**src/rtl/seven_seg_pkg.sv**
```systemverilog
// Shared types and constants for the 7-segment display path: FSM states,
// segment lookup table, digit-enable encodings and the BCD adjust step.
package seven_seg_pkg;

  typedef enum logic [1:0] {
    IDLE   = 2'd0,
    SHIFT  = 2'd1,
    COMMIT = 2'd2
  } state_e;

  localparam logic [6:0] SEG_BLANK = 7'h00;
  localparam logic [6:0] SEG_LUT [0:9] = '{
    7'h3F, 7'h06, 7'h5B, 7'h4F, 7'h66, 7'h6D, 7'h7D, 7'h07, 7'h7F, 7'h6F
  };

  localparam int         DIG_IDX_W   = 2;
  localparam logic [2:0] DIG_EN_NONE = 3'b000;
  localparam logic [2:0] DIG_EN_ONES = 3'b001;
  localparam logic [2:0] DIG_EN_TENS = 3'b010;
  localparam logic [2:0] DIG_EN_HUND = 3'b100;

  // Double-dabble pre-shift correction: +3 on every nibble that is 5 or more.
  function automatic logic [11:0] bcd_adjust(input logic [11:0] b);
    logic [11:0] r;
    r = b;
    for (int n = 0; n < 3; n++) begin
      if (b[n*4 +: 4] >= 4'd5) r[n*4 +: 4] = b[n*4 +: 4] + 4'd3;
    end
    return r;
  endfunction

endpackage

```
**src/rtl/seg7_lut_encode.sv**
```systemverilog
// Combinational digit-to-segment encoder, active-high {g,f,e,d,c,b,a}.
// Digits above 9, or a blank request, produce an unlit pattern.
module seg7_lut_encode
  import seven_seg_pkg::*;
(
  input  logic [3:0] i_digit,
  input  logic       i_blank,
  output logic [6:0] o_seg
);

  always_comb begin
    o_seg = SEG_BLANK;
    if (!i_blank && (i_digit <= 4'd9)) o_seg = SEG_LUT[i_digit];
  end

endmodule

```
**src/rtl/seven_seg_scan_ctrl.sv**
```systemverilog
// 3-digit 7-segment controller: sequential binary-to-BCD conversion behind a
// load handshake, plus a free-running digit scan with registered outputs.
module seven_seg_scan_ctrl
  import seven_seg_pkg::*;
#(
  parameter int SCAN_DIV       = 1000,
  parameter bit SEG_ACTIVE_LOW = 1'b0,
  parameter bit BLANK_LEADING  = 1'b1
) (
  input  logic        clk,
  input  logic        rst_n,
  input  logic [7:0]  value_i,
  input  logic        load_i,
  output logic        busy_o,
  output logic [11:0] bcd_o,
  output logic [6:0]  seg_o,
  output logic [2:0]  dig_en_o,
  output logic [1:0]  dbg_state_o
);

  localparam int         PW      = (SCAN_DIV > 1) ? $clog2(SCAN_DIV) : 1;
  localparam logic [6:0] SEG_OFF = {7{SEG_ACTIVE_LOW}};
  localparam logic [2:0] DIG_OFF = {3{SEG_ACTIVE_LOW}};

  // Handshake: a load is taken on a rising edge where load_i=1 and busy_o=0;
  // anything offered while busy_o=1 is silently dropped.
  state_e                 r_state;
  state_e                 w_state_nxt;
  logic [7:0]             r_bin;
  logic [11:0]            r_scr;
  logic [3:0]             r_cnt;
  logic                   r_busy;
  logic [11:0]            r_bcd;
  logic [11:0]            w_adj;

  logic [PW-1:0]          r_presc;
  logic [PW-1:0]          w_presc_nxt;
  logic [DIG_IDX_W-1:0]   r_slot;
  logic [DIG_IDX_W-1:0]   w_slot_nxt;
  logic                   w_wrap;
  logic [3:0]             w_digit;
  logic                   w_blank;
  logic [2:0]             w_en;
  logic [6:0]             w_seg;
  logic [6:0]             r_seg;
  logic [2:0]             r_dig_en;

  assign w_adj = bcd_adjust(r_scr);

  always_comb begin
    w_state_nxt = r_state;
    case (r_state)
      IDLE:    if (load_i) w_state_nxt = SHIFT;
      SHIFT:   if (r_cnt == 4'd1) w_state_nxt = COMMIT;
      COMMIT:  w_state_nxt = IDLE;
      default: w_state_nxt = IDLE;
    endcase
  end

  always_ff @(posedge clk or negedge rst_n) begin
    if (!rst_n) begin
      r_state <= IDLE;
      r_bin   <= 8'd0;
      r_scr   <= 12'd0;
      r_cnt   <= 4'd0;
      r_busy  <= 1'b0;
      r_bcd   <= 12'd0;
    end else begin
      r_state <= w_state_nxt;
      case (r_state)
        IDLE: if (load_i) begin
          r_bin  <= value_i;
          r_scr  <= 12'd0;
          r_cnt  <= 4'd8;
          r_busy <= 1'b1;
        end
        SHIFT: begin
          {r_scr, r_bin} <= {w_adj, r_bin} << 1;
          r_cnt          <= r_cnt - 4'd1;
        end
        COMMIT: begin
          r_bcd  <= r_scr;
          r_busy <= 1'b0;
        end
        default: ;
      endcase
    end
  end

  // Outputs are registered from the next scan position so they line up with
  // the prescaler/slot registers they describe.
  always_comb begin
    w_wrap      = (r_presc == PW'(SCAN_DIV - 1));
    w_presc_nxt = w_wrap ? '0 : r_presc + 1'b1;
    w_slot_nxt  = r_slot;
    if (w_wrap) w_slot_nxt = (r_slot == 2'd2) ? 2'd0 : r_slot + 2'd1;
  end

  always_comb begin
    w_digit = r_bcd[3:0];
    w_blank = 1'b0;
    w_en    = DIG_EN_ONES;
    case (w_slot_nxt)
      2'd0: begin
        w_digit = r_bcd[3:0];
        w_en    = DIG_EN_ONES;
      end
      2'd1: begin
        w_digit = r_bcd[7:4];
        w_blank = BLANK_LEADING && (r_bcd[11:8] == 4'd0) && (r_bcd[7:4] == 4'd0);
        w_en    = DIG_EN_TENS;
      end
      2'd2: begin
        w_digit = r_bcd[11:8];
        w_blank = BLANK_LEADING && (r_bcd[11:8] == 4'd0);
        w_en    = DIG_EN_HUND;
      end
      default: begin
        w_blank = 1'b1;
        w_en    = DIG_EN_NONE;
      end
    endcase
    // First cycle of every slot is dark to avoid ghosting across digits.
    if (w_presc_nxt == '0) w_en = DIG_EN_NONE;
  end

  seg7_lut_encode u_enc (
    .i_digit (w_digit),
    .i_blank (w_blank),
    .o_seg   (w_seg)
  );

  always_ff @(posedge clk or negedge rst_n) begin
    if (!rst_n) begin
      r_presc  <= '0;
      r_slot   <= '0;
      r_seg    <= SEG_OFF;
      r_dig_en <= DIG_OFF;
    end else begin
      r_presc  <= w_presc_nxt;
      r_slot   <= w_slot_nxt;
      r_seg    <= w_seg ^ SEG_OFF;
      r_dig_en <= w_en ^ DIG_OFF;
    end
  end

  assign busy_o      = r_busy;
  assign bcd_o       = r_bcd;
  assign seg_o       = r_seg;
  assign dig_en_o    = r_dig_en;
  assign dbg_state_o = r_state;

endmodule

```
**config.mk**
```make
export PLATFORM = sky130hd
export DESIGN_NAME = seven_seg_scan_ctrl
export DESIGN_NICKNAME = d
export VERILOG_FILES = /design/src/rtl/seven_seg_pkg.sv /design/src/rtl/seg7_lut_encode.sv /design/src/rtl/seven_seg_scan_ctrl.sv
export SDC_FILE = /design/constraint.sdc
export NUM_CORES = 1
export LEC_CHECK = 0
export CORE_ASPECT_RATIO = 1.1
export CORE_MARGIN = 5
export CORE_UTILIZATION = 27
export DETAILED_ROUTE_END_ITERATION = 16
export PLACE_DENSITY = 0.44
export SYNTH_ARGS = -nofsm -noshare
export SYNTH_HDL_FRONTEND = slang
export SYNTH_SLANG_ARGS = --single-unit
```
**constraint.sdc**
```tcl
create_clock -name clk -period 5.4 [get_ports clk]
set_input_delay 0.81 -clock clk [delete_from_list [all_inputs] [get_ports clk]]
set_output_delay 0.81 -clock clk [all_outputs]
set_load 0.03 [all_outputs]
```
==> run metrics, run 1 <==
status complete, no violations; NumNets Final 364; clk_skew 0.00738 ns; ANT cells 0; Iter 0 DRT Violations 82; TNS Setup 0 ns; minimum clock period 3.24 ns; Final ANT Viol Nets 0; vias per cell 4.62; first-pass GRT wire length 11.9 mm; Synth Net Count 326; PortBufs 35; Max Cap Viol 0; register-to-register setup slack 2.16 ns; I/O pin cnt 36; most common cell after layout, fill and taps aside dfrtp_1; actual slew at the worst max-slew pin 0.930 ns; Cell Chain, Critical Path ha_1 > nand3_2 > or3_4 > a21oi_1 > inv_1 > ha_1 > a22oi_1 > o21a_1 > nand2b_1 > a221o_1 > a211oi_2; RSZ-0062 raised after global routing no; Max IR drop VDD 183 uV; leading area contributor after synthesis dfrtp_1; post-synthesis cell area 3090 um^2; syn avg cell area 10.4 um^2; final hold slack 0.495 ns; Reg power frac 0.348; final setup violation count 0; DPL Wire Length 4.68 mm; Root Buffer clkbuf_16; DR WL/cell 13.8 um; register area share after synthesis 0.494; global placer's final weighted congestion 0.758; Pleak 1.65 nW; vias in the first global route 2438; total power 2.13 mW; via count 2264; Skew-Pair Late Insertion Delay 0.32 ns; wirelength, routed 6.77 mm; sw frac 0.362; DRT Pass-1 Iters 4; Crit path arrival time 3.47 ns; CTS clk-pin slew, worst paths 0.06 ns; pwr dens 543 nW/um^2; most frequent cells in the layout dfrtp_1, clkdlybuf4s50_1, a21oi_1, o21ai_0, nand2_1; slowest library cell on the worst path or3_4; largest net degree at the start of global routing 62; all-layer global routing usage 0.107; Max Freq 309 MHz; largest cells by area after synthesis dfrtp_1, ha_1, mux2_2, a21oi_1, o21ai_0; clock power share 0.293; Die Y 122 um; fraction of layout cells with a size suffix above 1 0.124; hold buffer count at cts 0; Fin. Hold Viols 0; Synth top area share 0.494; DIE AREA 13700 um^2; htree depth 3; Die W 112 um; Setup crit end kind register; async set or reset register ratio after synthesis 1.00; Rows 41; CP Max Fanout 8; Yosys reg bits 61; Worst path max stage delay 0.45 ns; crit-path most repeated cell ha_1; Worst slew margin 0.377; Synth warnings 0; Synth Flop Type dfrtp_1; CTS tree done; CTS buffer count 9; CTS max path bufs 2; Final Slew Violations 0; Distinct cells, synth 48; internal power 1.36 mW; Worst Hold Class reg2reg; GR Overflow Total 0; number of synthesized flops with an enable pin 0; initial cell density of the core 0.273; core area 11300 um^2; switching pwr 0.771 mW; clock sinks 61; CP Class reg2reg; Worst Path Required 5.64 ns; final worst path period share 0.600; initial antenna violation count 0; CP Launch Type register; final routed DRC violation total 0; Post-CTS Setup Inserts 0; Cells after Synth 297; Synth-to-Final Area Change 27.0%; Final Util 0.346; Logic pwr share 0.360; number of gates resized after cts 0
[through the flow]
stage	instances	cell area, um^2	setup WS, ns
floorplan	297	3090	2.47
detailed placement	474	3600	2.19
global placement	474	3600	2.27
finish	490	3930	2.16
global route	490	3930	1.83
CTS	490	3930	2.18
[critical path, delay by kind of cell, from the launching register on]
kind	cells	cell delay, ns
flip-flops	1	0.39
AO/OA/AOI/OAI	5	1.31
AND/OR/NAND/NOR	3	0.74
buffers and inverters	1	0.14
adder cells (fa/ha/maj)	2	0.55
[cells in the mapped netlist, drive strengths merged (2+ instances only)]
cell / number
a32o: 3
nand2: 20
nand2b: 7
o21a: 3
ha: 18
xnor2: 4
a21oi: 24
dfrtp: 61
nor2: 20
o21ai: 24
clkbuf: 7
inv: 15
or3: 5
o31ai: 7
a21boi: 3
o32ai: 2
nor2b: 10
a31oi: 2
a211oi: 3
nor4: 2
xor2: 4
nor3: 5
nand3: 6
buf: 3
o22ai: 4
a22oi: 11
mux2: 12
[state kept, by name (all words and copies together), names as in the netlist]
signal and count:
bcd_o 12, r_scr 12, r_presc 10, r_bin 8, seg_o 7, r_cnt 4
dig_en_o 3, dbg_state_o 2, r_slot 2, busy_o 1
[power by group through the flow]
| stage | registers, mW | logic, mW | clock network [mW] |
|---|---|---|---|
| 3_5_place_dp | 0.752 | 0.775 | 0 |
| 2_1_floorplan | 0.805 | 0.458 | 0 |
| 6_report | 0.742 | 0.767 | 0.624 |
| 4_1_cts | 0.746 | 0.779 | 0.641 |
| 5_1_grt | 0.766 | 0.866 | 0.659 |
| 3_3_place_gp | 0.754 | 0.772 | 0 |
[layout make-up]
class / instances / area, um^2
fill: 1133 / 7410
sequential: 61 / 1530
multi-input combinational: 211 / 1470
timing repair buffer: 37 / 360
clock buffer: 12 / 256
tap: 150 / 188
clock inverter: 4 / 70.1
inverter: 15 / 56.3
[layer usage]
layer	global-route usage	vias to the layer above	wire, um
li1	-	1141	-
met1	0.131	1080	3130
met2	0.179	39	3300
met3	0.0350	4	308
met4	0.0338	0	36
met5	0	-	0
[cells by family after synthesis]
family / after synthesis / synth area share
AO/OA/AOI/OAI: 91 / 0.195
XOR/XNOR: 8 / 0.0227
adder cells (fa/ha/maj): 18 / 0.0728
buffers and inverters: 25 / 0.0316
flip-flops: 61 / 0.494
multiplexers: 13 / 0.0469
AND/OR/NAND/NOR: 81 / 0.137
[path summary, 6_finish.rpt]
path	cells past startpoint	to	start
setup reg to reg	11	seg_o[4]$_DFF_PN0_	r_presc[0]$_DFF_PN0_
max in group asynchronous	2	r_bin[3]$_DFFE_PN0P_	rst_n
min in group asynchronous	2	r_presc[6]$_DFF_PN0_	rst_n
hold reg to reg	1	r_presc[0]$_DFF_PN0_	r_presc[0]$_DFF_PN0_
hold / removal	1	r_presc[0]$_DFF_PN0_	r_presc[0]$_DFF_PN0_
setup / recovery	11	seg_o[4]$_DFF_PN0_	r_presc[0]$_DFF_PN0_
No activity file was read; power rests on OpenSTA's default activity.
==> inputs of run 2 (changes only) <==
Clock period 5.4 ns to 3 ns, I/O delays scaled along.
==> run 2 against run 1 <==
Against the previous run:
- final area up 3.7%
- non-clock buffer count up 11
- total power up 80%
- global-route usage down 0.10 points
- routed wire length up 1.9%
- fmax up 12%
- critical path type unchanged
- largest cell class is now multi-input combinational cells
==> run metrics, run 2 (synthesis gave the netlist of run 1 again) <==
status complete, no violations; minimum clock period 2.89 ns (-0.350 ns); Max Freq 346 MHz (+12%); Crit path arrival time 3.08 ns (-0.39 ns); I/O pin cnt 36 (unchanged); TNS Setup 0 ns (unchanged); global placer's final weighted congestion 0.755 (-0.33%); DIE AREA 13700 um^2 (unchanged); initial cell density of the core 0.273 (unchanged); fraction of layout cells with a size suffix above 1 0.179 (+0.0560); final worst path period share 0.963 (+0.363); Crit. Startpoint r_presc[9]$_DFF_PN0_; final routed DRC violation total 0 (unchanged); CTS buffer count 9 (unchanged); pwr dens 945 nW/um^2 (+74%); GR Overflow Total 0 (unchanged); Max Cap Viol 0 (unchanged); Final Slew Violations 0 (unchanged); largest net degree at the start of global routing 37 (-40%); actual slew at the worst max-slew pin 0.605 ns (-0.326 ns); Fillers 1140 (+0.62%); most common cell after layout, fill and taps aside dfrtp_1; core area 11300 um^2 (unchanged); CTS max path bufs 2 (unchanged); final hold slack 0.136 ns (-0.360 ns); htree depth 3 (unchanged); CP Max Fanout 5 (-3); most frequent cells in the layout dfrtp_1, clkdlybuf4s50_1, o21ai_0, a21oi_1; Skew-Pair Late Insertion Delay 0.32 ns (about the same); Die Y 122 um (unchanged); Worst slew margin 0.597 (+0.219); DR WL/cell 13.8 um (-0.30%); first-pass GRT wire length 11.7 mm (-1.2%); Final ANT Viol Nets 0 (unchanged); clock sinks 61 (unchanged); vias per cell 4.71 (+1.9%); Worst Hold Class in2async; NumNets Final 375 (+3.0%); CTS clk-pin slew, worst paths 0.05 ns (about the same); Fin. Hold Viols 0 (unchanged); via count 2359 (+4.2%); Reg2Reg Launch Point r_presc[9]$_DFF_PN0_; Root Buffer clkbuf_16; hold buffer count at cts 0 (unchanged); DPL Wire Length 4.88 mm (+4.4%); DRT Pass-1 Iters 5 (+1); total power 3.84 mW (+80%); vias in the first global route 2391 (-1.9%); Worst Path Required 3.19 ns (-2.45 ns); Setup crit end kind register; Die W 112 um (unchanged); final setup violation count 0 (unchanged); CP Class reg2reg; R2R cell count 13 (+2); all-layer global routing usage 0.106 (-0.00101); Iter 0 DRT Violations 69 (-16%); fin area 4070 um^2 (+3.7%); CP Launch Type register; Pleak 1.70 nW (+2.7%); ANT cells 0 (unchanged); initial antenna violation count 0 (unchanged); DP Area 3690 um^2 (+2.4%); CTS tree done; Max IR drop VDD 334 uV (+83%); Rows 41 (unchanged); PortBufs 35 (unchanged); clk_skew 0.00804 ns (+0.000662 ns); Synth-to-Final Area Change 31.6%; wirelength, routed 6.90 mm (+1.9%)
run 2: path summary, 6_finish.rpt:
kind	slack, ns	end
min	0.14	r_presc[8]$_DFF_PN0_
max in group asynchronous	2.25	r_scr[6]$_DFFE_PN0P_
max	0.11	seg_o[3]$_DFF_PN0_
min reg2reg	0.51	busy_o$_DFFE_PN0P_
max reg2reg	0.11	seg_o[3]$_DFF_PN0_
min in group clk	0.51	busy_o$_DFFE_PN0P_
run 2: where the power goes:
group          leakage (nW)  internal (mW)  total, mW  switching, mW
combinational         0.782          0.646       1.44          0.795
sequential            0.764           1.08       1.34          0.267
clock                 0.152          0.709       1.06          0.351
total                  1.70           2.43       3.84           1.41
run 2: final cells by class:
type | instances | area [um^2] | area share
flip-flops and latches | 61 | 1530 | 0.375
well taps | 150 | 188 | 0.0461
multi-input cells | 211 | 1530 | 0.376
repair buffers | 48 | 455 | 0.112
clock buffers | 13 | 270 | 0.0664
clock inverters | 3 | 42.5 | 0.0105
inverters | 15 | 56.3 | 0.0138
run 2: per-layer routing:
metal,global-route usage,part of all wire
met4,0.0255,0.0062
met2,0.183,0.49
met3,0.0375,0.047
met1,0.127,0.45
met5,0,0
run 2: worst max-delay path, cell delays in order, from the launching register on:
cell and delay [ns]:
dfrtp_1 0.38, or3b_4 0.40, or3_4 0.40, nor2_1 0.12, nand2_1 0.07, nand2_2 0.13
inv_2 0.06, ha_2 0.21, a22oi_1 0.17, o21ai_1 0.09, buf_4 0.15, ha_1 0.21
o31ai_1 0.26, a21oi_1 0.10
run 2: through the flow:
stage	util	setup WS (ns)	instances
finish	0.359	0.111	501
global route	0.359	-0.0405	501
CTS	0.353	0.0526	500
detailed placement	0.325	0.0730	484
global placement	0.325	0.149	484
floorplan	-	0.0705	297
run 2: what timing repair did:
item	CTS	global route
endpoints found under the setup margin	0	7
buffers inserted	0	1
resized for setup	0	15
==> inputs of run 3 (changes only) <==
Settings changed: SETUP_SLACK_MARGIN from default to 0.2, TNS_END_PERCENT from default to 100.
==> run 3 against run 2 <==
Against the previous run:
- combinational power up 3%
- total power up 2.5%
- cell count up 1.2%
- critical path type unchanged
- sequential power about the same
- global-route usage up 0.24 points
- critical endpoint is now seg_o[4]$_DFF_PN0_
- largest cell class unchanged
- fmax up 4.3%
==> run metrics, run 3 (synthesis gave the netlist of run 1 again) <==
internal power 2.51 mW (+3.4%); Max Freq 361 MHz (+4.3%); family with the most delay on the worst path simple AND/OR/NAND/NOR gates; setup ws final 0.229 ns (+0.118 ns); Worst path max stage delay 0.41 ns (about the same); critical path buffer and inverter count 1 (-1); htree depth 3 (unchanged); slowest library cell on the worst path or3_4; Fillers 1137 (-0.26%); DRT Pass-1 Iters 4 (-1); global placer's final weighted congestion 0.774 (+2.5%); clk_skew 0.00622 ns (-0.00182 ns); DPL Wire Length 4.77 mm (-2.2%); switching pwr 1.43 mW (+1.2%); final setup violation count 0 (unchanged); register-to-register setup slack 0.23 ns (+0.12 ns); highest metal used met4; CTS tree done; via count 2374 (+0.64%); status complete, no violations; CTS clk-pin slew, worst paths 0.05 ns (about the same); initial antenna violation count 0 (unchanged); most common cell after layout, fill and taps aside dfrtp_1; Worst Path Required 3.23 ns (+0.04 ns); Synth-to-Final Area Change 35.0%; CTS max path bufs 2 (unchanged); Root Buffer clkbuf_16; Setup crit end kind register; final routed DRC violation total 0 (unchanged); DR WL/cell 13.9 um (+1.1%); Max Cap Viol 0 (unchanged); Die Y 122 um (unchanged); Final Slew Violations 0 (unchanged); Pleak 1.74 nW (+2.4%); Iter 0 DRT Violations 93 (+35%); core area 11300 um^2 (unchanged); fraction of layout cells with a size suffix above 1 0.232 (+0.0530); Cell Chain, Critical Path or3b_4 > or3_4 > nand2_1 > nand2_2 > buf_4 > ha_4 > a22oi_2 > o21ai_2 > nand2b_1 > a221o_2 > a211oi_2; sw frac 0.362 (-0.00497); CP Launch Type register; initial cell density of the core 0.273 (unchanged); ANT cells 0 (unchanged); Max IR drop VDD 328 uV (-1.9%); vias in the first global route 2351 (-1.7%); first-pass GRT wire length 11.9 mm (+1.7%); Worst Hold Class in2async; R2R cell count 11 (-2); Final ANT Viol Nets 0 (unchanged); Fin. Hold Viols 0 (unchanged); clock power share 0.286 (+0.010); DIE AREA 13700 um^2 (unchanged); NumNets Final 381 (+1.6%); CP Depth 11 (-2); actual slew at the worst max-slew pin 0.788 ns (+0.184 ns); Crit path arrival time 3.00 ns (-0.08 ns); RSZ-0062 raised after global routing yes; CP Class reg2reg; WL met2 3.37 mm (-0.94%); GR Overflow Total 0 (unchanged); all-layer global routing usage 0.108 (+0.00242); Final Util 0.368 (+0.00927); met3 wire len 264 um (-18%); minimum clock period 2.77 ns (-0.118 ns); final hold slack 0.299 ns (+0.163 ns); Setup WS pre-CTS 0.0713 ns (-0.00171 ns); Logic pwr share 0.375 (about the same); Reg2Reg Launch Point r_presc[4]$_DFF_PN0_; pwr dens 944 nW/um^2 (about the same); Reg power frac 0.339 (-0.011); CTS buffer count 9 (unchanged); Die W 112 um (unchanged); vias per cell 4.68 (-0.56%); wirelength, routed 7.06 mm (+2.3%); final worst path period share 0.924 (-0.0393); DP Area 3690 um^2 (+0.17%); clock sinks 61 (unchanged); most frequent cells in the layout dfrtp_1, clkdlybuf4s50_1, o21ai_0, a21oi_1, buf_4; CP Max Fanout 7 (+2); TNS Setup 0 ns (unchanged); fin area 4180 um^2 (+2.6%); PortBufs 35 (unchanged); Skew-Pair Late Insertion Delay 0.32 ns (about the same); Worst slew margin 0.474 (-0.123); I/O pin cnt 36 (unchanged); RR Endpoint seg_o[4]$_DFF_PN0_; Post-Route M1 WL 3.34 mm (+6.6%); largest net degree at the start of global routing 62 (+68%); Rows 41 (unchanged)
==> run 3: changes by cell type in the layout (fill, tap and decap cells not counted), moves of 2 or more <==
cell	before	now
buf_4	12	19
nand2_2	1	5
nand2_1	19	15
a22oi_2	2	4
a22oi_1	9	7
==> run 3: timing repair <==
item	CTS	global route
hold buffers	0	0
buffers inserted	6	3
gates resized for setup	14	10
pin swaps	13	10
setup endpoints to repair	7	7
==> run 3: power groups by stage <==
stage	combinational [mW]	sequential, mW	clock [mW]
after floorplan	0.828	1.45	0
after global routing	1.66	1.38	1.20
after global placement	1.44	1.35	0
after CTS	1.47	1.34	1.16
after detailed placement	1.44	1.35	0
final	1.48	1.34	1.13
==> run 3: worst reg2reg max path, cell delays in order (launching register included) <==
cell      delay, ns
dfrtp_1        0.37
or3b_4         0.40
or3_4          0.41
nand2_1        0.11
nand2_2        0.08
buf_4          0.14
ha_4           0.18
a22oi_2        0.18
o21ai_2        0.09
nand2b_1       0.16
a221o_2        0.41
a211oi_2       0.17
==> run 3: routing by layer <==
metal  vias up  GRT usage
met3         6     0.0321
met1      1151      0.142
met4         0     0.0346
li1       1172          -
met2        45      0.173
met5         -          0
==> run 3: worst max-delay path by stage <==
stage / from / end / slack [ns]
global placement: r_presc[0]$_DFF_PN0_ / seg_o[4]$_DFF_PN0_ / 0.14
CTS: r_presc[4]$_DFF_PN0_ / seg_o[4]$_DFF_PN0_ / 0.12
detailed placement: r_presc[0]$_DFF_PN0_ / seg_o[4]$_DFF_PN0_ / 0.07
finish: r_presc[4]$_DFF_PN0_ / seg_o[4]$_DFF_PN0_ / 0.23
floorplan: r_presc[3]$_DFF_PN0_ / seg_o[4]$_DFF_PN0_ / 0.18
global route: r_presc[4]$_DFF_PN0_ / seg_o[4]$_DFF_PN0_ / 0.10
==> run 3: through the flow <==
step	power, mW	std cells
2_1_floorplan	2.28	297
3_3_place_gp	2.78	482
3_5_place_dp	2.79	482
4_1_cts	3.97	504
5_1_grt	4.24	507
6_report	3.94	507
==> run 3: final cells by class <==
type	instances	area, um^2	area share
multi-input cells	211	1590	0.381
flip-flops and latches	61	1530	0.366
repair buffers	54	488	0.117
clock buffers	12	256	0.0614
well taps	150	188	0.0450
clock inverters	4	70.1	0.0168
inverters	15	56.3	0.0135
==> variant 1, RTL diff (settings of run 3) <==
Set the parameter `SCAN_DIV` to 2000 (it was 1000).
--- a/src/rtl/seven_seg_scan_ctrl.sv
+++ b/src/rtl/seven_seg_scan_ctrl.sv
@@ -4,5 +4,5 @@
   import seven_seg_pkg::*;
 #(
-  parameter int SCAN_DIV       = 1000,
+  parameter int SCAN_DIV       = 2000,
   parameter bit SEG_ACTIVE_LOW = 1'b0,
   parameter bit BLANK_LEADING  = 1'b1
Function: same outputs for any inputs over 10 cycles, from zero or initial values and one cycle with rst_n low; that may be too few to reach the edited logic, so the function may still have changed.
==> variant 1 against run 3 <==
Synthesized area increased by 5.9%. Cell area increased by 1.7%. Power decreased by 3.3%. Sequential cell count increased by 1. Critical path depth unchanged. Setup slack improved by 37 ps. Wire length increased by 3.9%. Cell count increased by 3.4%. Critical endpoint is now seg_o[3].
==> variant 1: results <==
metrics = {
    "status": {
        "status": "completed",
    },
    "synth": {
        "synth_xor_area_share_pct": 3.210,
        "synth_compound_area_share_pct": 20.14,
        "synthesis.instances": 315,
        "yosysSeqAreaShare_pct": 47.38,
        "yosysUniqueCellTypes": 55,
        "ys_top_cells_by_area": "dfrtp_1 47%, ha_1 6.9%, mux2_2 4.1%",
        "synth_mux_area_share_pct": 4.433,
    },
    "critical_path": {
        "cp.arrival_ps": 2930,
        "worstPathMaxFanout": 6,
        "cpPeakStageDelay_ps": 430,
        "r2r_start": "r_presc[9]",
        "cp_slowest_cell": "dfrtp_1",
    },
    "pwr": {
        "clkPwrFrac_pct": 25.8,
        "peakVddDrop_mv": 0.3662,
    },
    "drt": {
        "wl_met2_mm": 3.605,
        "dr.first_iter.drc_count": 146,
        "wl_met1_mm": 3.341,
        "wirelength_mm": 7.334,
        "vias_per_cell": 4.697,
    },
    "grt": {
        "grt_max_degree": 25,
        "track_usage_pct": 10.71,
        "grt_pass1_vias": 2497,
        "grt.met3_usage_pct": 3.287,
    },
    "sta": {
        "relSlewSlack_pct": 57.51,
        "fin_skew_ps": 8.706,
    },
    "cells_and_area": {
        "fin_nets": 394,
        "drive_above_1_share_pct": 20.54,
    },
    "place": {
        "placed_cells": 499,
        "place.gp.congestion": 0.7777,
        "place_hpwl_mm": 5.221,
    },
    "clock_network": {
        "post-cts-setup-buffer-count": 3,
    },
}
## variant 1: changes by cell type after synthesis, sizes merged, moves of 3 or more
cell	run 3	this run
nor3b	0	3
or3	5	0
and2	0	4
and3	1	4
buf	3	7
nand3	6	2
## variant 1: cell families after synthesis
kind of cell             Yosys count
AO/OA/AOI/OAI                     97
AND/OR/NAND/NOR                   83
flip-flops                        62
buffers and inverters             30
adder cells (fa/ha/maj)           18
multiplexers                      13
XOR/XNOR                          12
## variant 1: metrics by stage
step	util [%]	power (uW)	instance area, um^2	hold slack (ps)
finish	35.45	3811	4248	100.7
global route	35.45	4110	4248	149.5
CTS	34.48	3822	4131	121.8
detailed placement	31.71	2810	3800	468.7
global placement	31.71	2804	3800	472.8
floorplan	-	2305	3277	154.4
## variant 1: layout make-up
cell class | count | area (um^2)
clock buffers | 13 | 270.3
repair buffers | 53 | 493.0
multi-input cells | 223 | 1663
clock inverters | 3 | 17.52
fillers | 1248 | 7734
well taps | 154 | 192.7
flip-flops and latches | 62 | 1551
inverters | 16 | 60.06
==> variant 2, RTL diff (config.mk and constraints of run 3) <==
Made on the original files. Make the reset (`rst_n`) synchronous in 2 clocked blocks.
--- a/src/rtl/seven_seg_scan_ctrl.sv
+++ b/src/rtl/seven_seg_scan_ctrl.sv
@@ -58,5 +58,5 @@
   end
 
-  always_ff @(posedge clk or negedge rst_n) begin
+  always_ff @(posedge clk) begin
     if (!rst_n) begin
       r_state <= IDLE;
@@ -131,5 +131,5 @@
   );
 
-  always_ff @(posedge clk or negedge rst_n) begin
+  always_ff @(posedge clk) begin
     if (!rst_n) begin
       r_presc  <= '0;
Behaviour: differs if rst_n is asserted again (counterexample within 4 cycles, from zero or initial values and one cycle with rst_n low); with rst_n held inactive, the same outputs for 10 cycles.
==> variant 2 against run 3 <==
Non-clock buffer count grew 2. Setup slack got worse by 29 ps. Sequential cell count unchanged. Synthesized area decreased by 1.9%. Wire length is 0.18% higher. Cell area shrank 2.9%. Global-route usage up 0.44 points. Clock skew is essentially flat. Critical path type unchanged. Highest routed layer unchanged.
Power is not compared: it rests on default switching activity, and its combinational part moved more than twofold at a synthesized area within 25%.
==> variant 2: results <==
metrics = {
    "synth": {
        "yosysUniqueCellTypes": 46,
        "synth_compound_area_share_pct": 19.64,
        "yosysSeqAreaShare_pct": 40.26,
        "syn_nets": 389,
        "ys_top_cells_by_area": "dfxtp_1 40%, ha_1 8.7%, nand2_1 7.2%",
        "synth_mux_area_share_pct": 1.403,
        "synth_fa_ha_area_share_pct": 8.663,
        "ys.flop_type": "dfxtp_1",
        "synthesis.instances": 357,
        "synth.yosys.warnings": 0,
        "synth_xor_area_share_pct": 3.177,
        "synthArstFlopShare_pct": 0,
        "synth_common_cells": "61 x dfxtp_1, 58 x nand2_1, 23 x a21oi_1",
    },
    "critical_path": {
        "worstPathMaxFanout": 7,
        "cp_slowest_cell": "dfxtp_2",
        "cpPeakStageDelay_ps": 330,
        "cp.arrival_ps": 2990,
    },
    "clock_network": {
        "clock_path_buffers": 2,
        "insertion_delay_ps": 320,
        "cts_root_buf": "clkbuf_16",
        "cts_buffers": 9,
        "cts_max_level": 3,
        "clkSlewWorstSetupHoldPaths_ps": 50,
    },
    "place": {
        "placed_cells": 535,
        "io_buffers": 35,
        "place.gp.congestion": 0.7979,
        "place_hpwl_mm": 4.940,
    },
    "drt": {
        "dr.first_iter.drc_count": 83,
        "wirelength_mm": 7.075,
        "drt-pass1-iter-count": 4,
        "post_drt_wl_per_cell_um": 12.66,
        "vias_per_cell": 4.651,
    },
    "grt": {
        "grt_pass1_wl_mm": 12.45,
        "track_usage_pct": 11.25,
        "grt_max_degree": 37,
        "grt_pass1_vias": 2586,
    },
    "status": {
        "status": "completed",
    },
    "cells_and_area": {
        "fin_nets": 440,
        "drive_above_1_share_pct": 15.29,
    },
    "min_path": {
        "hp-class": "flip-flop to flip-flop",
    },
    "pwr": {
        "p_leak_uw": 0.001571,
        "peakVddDrop_mv": 0.2122,
    },
    "sta": {
        "relSlewSlack_pct": 49.61,
        "fin_skew_ps": 6.470,
    },
}
==> variant 2: cell types whose count changed in the layout (fill, tap and decap cells not counted), moves of 5 or more <==
cell / change
and2_1: +6
mux2_2: -10
a21boi_0: +16
o31ai_1: -6
nand2_2: -5
dfrtp_1: -60
dfxtp_1: +58
o211a_1: +8
o21ai_0: -8
nor3_1: +7
nand3_1: +6
nand2_1: +43
==> variant 2: kinds of logic (layout without fill, tap and decap cells) <==
family,count (synthesis),after routing
adder cells (fa/ha/maj),21,21
XOR/XNOR,11,11
flip-flops,61,61
buffers and inverters,32,87
multiplexers,4,4
AND/OR/NAND/NOR,141,141
AO/OA/AOI/OAI,87,87
==> variant 2: path summary, 6_finish.rpt <==
kind | from | endpoint | cells after the start | slack (ps)
max reg2reg | r_presc[1] | seg_o[2] | 15 | 200
max | r_presc[1] | seg_o[2] | 15 | 200
min | r_scr[11] | bcd_o[11] | 2 | 490
min reg2reg | r_scr[11] | bcd_o[11] | 2 | 490
==> variant 2: final cells by class <==
cell class                      instances  area [um^2]
Tap cell                              147        183.9
Multi-Input combinational cell        264         1807
Clock buffer                           11        242.7
Clock inverter                          4        25.02
Fill cell                            1120         6905
Timing Repair Buffer                   56        511.7
Sequential cell                        61         1225
Inverter                               16        60.06
==> variant 2: metal layers <==
metal	track usage, %	up-vias	wire length, um
li1	-	1335	-
met1	13.82	1199	3386
met2	18.32	54	3261
met3	3.591	12	306
met4	4.487	0	119
met5	0	-	0
==> variant 2: critical path, delay by kind of cell (launching register included) <==
kind            cells  cell delay (ps)
simple gates        3              320
compound gates      6              950
fa+ha+maj           3              660
buf+inv             3              400
flops               1              330
==> variant 2: per-stage QoR <==
| stage | total power, uW | area [um^2] | worst slack [ps] | hold WS, ps |
|---|---|---|---|---|
| global route | 2048 | 4055 | 29.16 | 512.0 |
| CTS | 1983 | 3990 | 200.2 | 496.2 |
| detailed placement | 1036 | 3670 | 40.05 | 436.3 |
| finish | 1948 | 4055 | 200.5 | 487.9 |
| floorplan | 977.3 | 3110 | 126.6 | 420.4 |
| global placement | 1034 | 3670 | 126.4 | 426.3 |
==> variant 2: power by group through the flow <==
| stage | registers, uW | clock network, uW | logic (uW) |
|---|---|---|---|
| after floorplan | 888 | 0 | 89.6 |
| after global placement | 875 | 0 | 159 |
| after detailed placement | 876 | 0 | 160 |
| after CTS | 859 | 962 | 163 |
| after global routing | 862 | 1010 | 180 |
| final | 858 | 929 | 160 |
==> variant 2: what timing repair did <==
| action | 4_1_cts | 5_1_grt |
|---|---|---|
| pin swaps | 2 | 4 |
| hold buffers | 0 | 0 |
| endpoints found under the setup margin | 7 | 7 |
| buffers inserted | 5 | 4 |
| resized for setup | 3 | 7 |
